===== config.mk =====
export PLATFORM = sky130hd
export DESIGN_NAME = wptr_full_gen
export DESIGN_NICKNAME = d
export VERILOG_FILES = /design/src/rtl/wptr_full_gen.sv
export SDC_FILE = /design/constraint.sdc
export NUM_CORES = 1
export LEC_CHECK = 0
export BUFFER_PORTS_ARGS = -buffer_cell sky130_fd_sc_hd__clkbuf_2
export CAP_MARGIN = 0
export CORE_AREA = 2 2 39 41
export CTS_CLUSTER_DIAMETER = 60
export CTS_CLUSTER_SIZE = 14
export DETAILED_ROUTE_END_ITERATION = 8
export DIE_AREA = 0 0 41 43
export PLACE_DENSITY = 0.86
export SYNTH_ARGS = -nofsm -noshare
export SYNTH_HDL_FRONTEND = slang
export SYNTH_SLANG_ARGS = --single-unit

===== constraint.sdc =====
create_clock -name w_clk -period 5.6 [get_ports w_clk]
set_clock_uncertainty 0.05 [all_clocks]
set_input_delay 0.28 -clock w_clk [delete_from_list [all_inputs] [get_ports w_clk]]
set_output_delay 0.28 -clock w_clk [all_outputs]
set_load 0.02 [all_outputs]

===== src/rtl/wptr_full_gen.sv =====
// wptr_full_gen: write-side pointer and full-flag generator for an async FIFO.
// Keeps a binary write pointer, publishes its Gray form to the read domain,
// and derives full, fill level and overflow from the synchronized read pointer.
// Optional feature: define ALMOST_FULL_EN to add the registered almost_full
// output (threshold AF_LEVEL entries).
module wptr_full_gen #(
  parameter int ADDR_BITS = 3,
  parameter int AF_LEVEL  = 6
) (
  input  logic                 w_clk,
  input  logic                 w_rst,
  input  logic                 w_en,
  input  logic [ADDR_BITS:0]   rd_ptr_gray_sync,
  output logic [ADDR_BITS-1:0] w_addr,
  output logic                 w_mem_en,
  output logic [ADDR_BITS:0]   wr_ptr_gray,
  output logic                 full,
  output logic [ADDR_BITS:0]   wr_count,
  output logic                 w_ovf
`ifdef ALMOST_FULL_EN
  ,
  output logic                 almost_full
`endif
);

  localparam int PW = ADDR_BITS + 1;
  // Flipping the top two Gray bits of the read pointer gives the Gray code of
  // (read pointer + depth), i.e. where the write pointer sits when full.
  localparam logic [PW-1:0] TOP2_MASK = PW'(3) << (PW - 2);

  logic [PW-1:0] wr_bin_q, wr_bin_d;
  logic [PW-1:0] wr_ptr_gray_q, wr_ptr_gray_d;
  logic          full_q, full_d;
  logic [PW-1:0] wr_count_q, wr_count_d;
  logic          w_ovf_q, w_ovf_d;
  logic [PW-1:0] rd_bin_sync;
  logic [PW-1:0] fill_next;

  // Gray-to-binary of the synchronized read pointer: bit i is the XOR of bits i..MSB.
  generate
    for (genvar gi = 0; gi < PW; gi++) begin : g_rd_bin
      assign rd_bin_sync[gi] = ^rd_ptr_gray_sync[PW-1:gi];
    end
  endgenerate

  // Next-state logic: advance on an accepted write, compare against the read side.
  always_comb begin
    w_mem_en      = w_en & ~full_q;
    wr_bin_d      = wr_bin_q + {{ADDR_BITS{1'b0}}, w_mem_en};
    wr_ptr_gray_d = wr_bin_d ^ (wr_bin_d >> 1);
    full_d        = (wr_ptr_gray_d == (rd_ptr_gray_sync ^ TOP2_MASK));
    fill_next     = wr_bin_d - rd_bin_sync;
    wr_count_d    = fill_next;
    w_ovf_d       = w_en & full_q;
  end

  // Pointer and status registers with synchronous active-low reset.
  always_ff @(posedge w_clk) begin
    if (!w_rst) begin
      wr_bin_q      <= '0;
      wr_ptr_gray_q <= '0;
      full_q        <= 1'b0;
      wr_count_q    <= '0;
      w_ovf_q       <= 1'b0;
    end else begin
      wr_bin_q      <= wr_bin_d;
      wr_ptr_gray_q <= wr_ptr_gray_d;
      full_q        <= full_d;
      wr_count_q    <= wr_count_d;
      w_ovf_q       <= w_ovf_d;
    end
  end

  assign w_addr      = wr_bin_q[ADDR_BITS-1:0];
  assign wr_ptr_gray = wr_ptr_gray_q;
  assign full        = full_q;
  assign wr_count    = wr_count_q;
  assign w_ovf       = w_ovf_q;

`ifdef ALMOST_FULL_EN
  localparam logic [PW-1:0] AF_THR = PW'(AF_LEVEL);
  logic almost_full_q, almost_full_d;

  // Almost-full threshold on the post-edge fill level.
  always_comb begin
    almost_full_d = (fill_next >= AF_THR);
  end

  // Almost-full register, cleared by reset like the other flags.
  always_ff @(posedge w_clk) begin
    if (!w_rst) begin
      almost_full_q <= 1'b0;
    end else begin
      almost_full_q <= almost_full_d;
    end
  end

  assign almost_full = almost_full_q;
`endif

endmodule


==> results.sh <==
export IMPL_status="finished clean"
export IMPL_synth_net_count=74
export IMPL_ir_drop_mv=0.182
export IMPL_crit_family="adder cells"
export IMPL_drive_gt1_share_pct=30.6
export IMPL_worstPathMaxFanout=4
export IMPL_drc=0
export IMPL_hold_violations=0
export IMPL_dr_wl_met2_um=710
export IMPL_finalWirelength_mm=1.32
export IMPL_placedCellCount=97
export IMPL_core_um2=1380
export IMPL_criticalPathCategory="reg -> reg"
export IMPL_async_flop_share_pct=0
export IMPL_place_hpwl_um=959
export IMPL_crit_buf_inv=0
export IMPL_synth_seq_cells=13
export IMPL_synthDominantCellAreaShare_pct=39.5
export IMPL_netlist_area_um2=659
export IMPL_gr_total_overflow=0
export IMPL_slowest_delay_ns=0.40
export IMPL_fin_cells=101
export IMPL_antenna_found_initial=0
export IMPL_grt_max_degree=10
export IMPL_worstMarginPinSlew_ns=0.446
export IMPL_crit_slowest_cell="xor2_1"
export IMPL_drv_cap=0
export IMPL_fin_crit_sh_pct=41.9
export IMPL_detail_route_vias_per_cell=5.02
export IMPL_clock_power_share_pct=22.7
export IMPL_crit_chain="nor2b_1 -> ha_1 -> ha_1 -> xor2_1 -> ha_1 -> a31o_1 -> a31oi_2 -> mux2i_1"
export IMPL_dr_wl_met3_um=53
export IMPL_crit_top_cell="ha_1"
export IMPL_power_density_nw_per_um2=319
export IMPL_die_area_um2=1760
export IMPL_rows=14
export IMPL_yosys_cell_count_top_type="dfxtp_1"
export IMPL_cts_resized=0
export IMPL_clkSlewWorstSetupHoldPaths_ns=0.08
export IMPL_topRoutingLayerUsed="met4"
export IMPL_fp_dieW_um=41
export IMPL_post_cts_setup_buffer_count=0
export IMPL_die_height_um=43
export IMPL_synth_cells=61
export IMPL_vias=507
export IMPL_synth_ff_type="dfxtp_1"
export IMPL_num_io_pins=21
export IMPL_finalMaxSlewViolations=0
export IMPL_p_int_mw=0.170
export IMPL_cts_root_buf="clkbuf_4"
export IMPL_grtUsageTotal_pct=19.4
export IMPL_cellLeakagePower_nw=0.415
export IMPL_swShare_pct=33.9
export IMPL_synth_commonest_cells="13 x dfxtp_1, 10 x xnor2_1, 6 x ha_1"
export IMPL_wirelength_met1_um=544
export IMPL_fin_crit_ns=2.34
export IMPL_power_switching_mw=0.0871
export IMPL_layout_nets=99
export IMPL_cp_data_arrival_time_ns=2.51
export IMPL_numCtsBuffers=3
export IMPL_required_ns=5.76
export IMPL_finalSetupViolations=0
export IMPL_startpoint_type="flip-flop"
export IMPL_end_kind="flip-flop"
export IMPL_diodes=0
export IMPL_cts_tree="yes"
export IMPL_yosysTopAreaCell="dfxtp_1"
export IMPL_grt_pass1_wl_mm=2.18
export IMPL_first_pass_iters=4
export IMPL_ctsHoldBuffers=0
export IMPL_area_delta_synth_final_pct=22.2
export IMPL_clkSinkCount=13
export IMPL_routabilityCongestion=0.799
export IMPL_htree_num_levels=1
export IMPL_sequentialPowerShare_pct=42.5
export IMPL_synth_area_leaders="dfxtp_1 39%, xnor2_1 13%, ha_1 11%"
export IMPL_syn_avg_cell_area_um2=10.8
export IMPL_yosys_warnings=0
export IMPL_ys_seq_area_share_pct=39.5
export IMPL_timing_fmax_ghz=0.427
export IMPL_antenna_left=0
export IMPL_portBuffers=20
export IMPL_clock_latency_ns=0.28
export IMPL_maxSlewHeadroom_pct=70.1
export IMPL_min_path_type="in -> reg"
export IMPL_start_util_pct=47.6
export IMPL_initialDrtViolationCount=2
export IMPL_rsz0062_at_grt="false"
export IMPL_combPwrFrac_pct=34.8
export IMPL_ctsLongestPathBuffers=2
export IMPL_fin_tns_setup_ns=0
export IMPL_synth_cell_types=19
export IMPL_grt_pass1_vias=487
export IMPL_post_drt_wl_per_cell_um=13.1
export IMPL_synth_enable_flop_cells=0
==> layout make-up <==
class	instances	area [um2]
Fill cell	130	578
Multi-Input combinational cell	45	388
Sequential cell	13	260
Timing Repair Buffer	20	100
Clock buffer	4	26.3
Tap cell	16	20.0
Inverter	3	11.3
==> flip-flops by register name, indices dropped and copies added (netlist names) <==
signal	cells
w_ovf	1
full	1
wr_bin_q	4
wr_ptr_gray	3
wr_count	4
==> cell usage in the layout, fill, tap and decap left out <==
| master | netlist | layout |
|---|---|---|
| and3_1 | 2 | 2 |
| dfxtp_1 | 13 | 13 |
| a21boi_0 | 1 | 1 |
| a31o_1 | 1 | 1 |
| xor2_1 | 5 | 5 |
| xnor3_2 | 1 | 1 |
| nor2_1 | 5 | 5 |
| ha_1 | 6 | 6 |
| mux2i_1 | 1 | 1 |
| xnor3_1 | 1 | 1 |
| clkbuf_1 | 0 | 1 |
| inv_1 | 3 | 3 |
| or2_2 | 1 | 1 |
| nand2_1 | 2 | 2 |
| nor2b_1 | 1 | 1 |
| and2_1 | 5 | 5 |
| a21oi_1 | 1 | 1 |
| nor4b_1 | 1 | 1 |
| clkbuf_4 | 0 | 3 |
| xnor2_1 | 10 | 10 |
| a31oi_2 | 1 | 1 |
| clkbuf_2 | 0 | 20 |
==> cell families (layout without fill, tap and decap cells) <==
kind of cell	Yosys count	count (layout)	share of synthesized area [%]
xor+xnor	17	17	26.9
simple gates	17	17	13.9
flops	13	13	39.5
fa+ha+maj	6	6	11.4
compound gates	4	4	5.12
buf+inv	3	27	1.71
mux	1	1	1.52
==> worst register-to-register path, cell delays in order (launching register included) <==
cell	delay [ns]
dfxtp_1	0.34
nor2b_1	0.21
ha_1	0.19
ha_1	0.20
xor2_1	0.40
ha_1	0.36
a31o_1	0.21
a31oi_2	0.15
mux2i_1	0.19
==> per-stage QoR <==
| step | cell area [um2] | utilization, % | total power [mW] | setup slack [ns] | hold slack (ns) |
|---|---|---|---|---|---|
| after floorplan | 659 | - | 0.176 | 3.15 | 0.352 |
| after global placement | 779 | 56.3 | 0.197 | 3.37 | 0.436 |
| after detailed placement | 779 | 56.3 | 0.200 | 3.28 | 0.466 |
| after CTS | 806 | 58.2 | 0.261 | 3.29 | 0.215 |
| after global routing | 806 | 58.2 | 0.274 | 3.19 | 0.230 |
| final | 806 | 58.2 | 0.257 | 3.26 | 0.230 |
==> power groups by stage <==
stage	registers (mW)	clock network, mW	logic [mW]
after floorplan	0.127	0	0.0489
after CTS	0.109	0.0619	0.0899
after detailed placement	0.111	0	0.0885
after global placement	0.111	0	0.0863
final	0.109	0.0583	0.0895
after global routing	0.111	0.0638	0.0992
==> layer usage <==
metal / vias to the layer above / GRT usage (%)
li1: 249 / -
met1: 246 / 22.3
met2: 10 / 29.4
met3: 2 / 6.28
met4: 0 / 12.0
met5: - / 0
==> final timing paths <==
check,from,endpoint,slack (ns),cells past startpoint
max,full$_SDFF_PN0_,wr_count[3]$_SDFF_PN0_,3.26,8
min,w_en,w_ovf$_SDFF_PN0_,0.23,2
max reg2reg,full$_SDFF_PN0_,wr_count[3]$_SDFF_PN0_,3.26,8
min reg2reg,full$_SDFF_PN0_,w_ovf$_SDFF_PN0_,0.48,1
(Power assumes the default switching activity.)
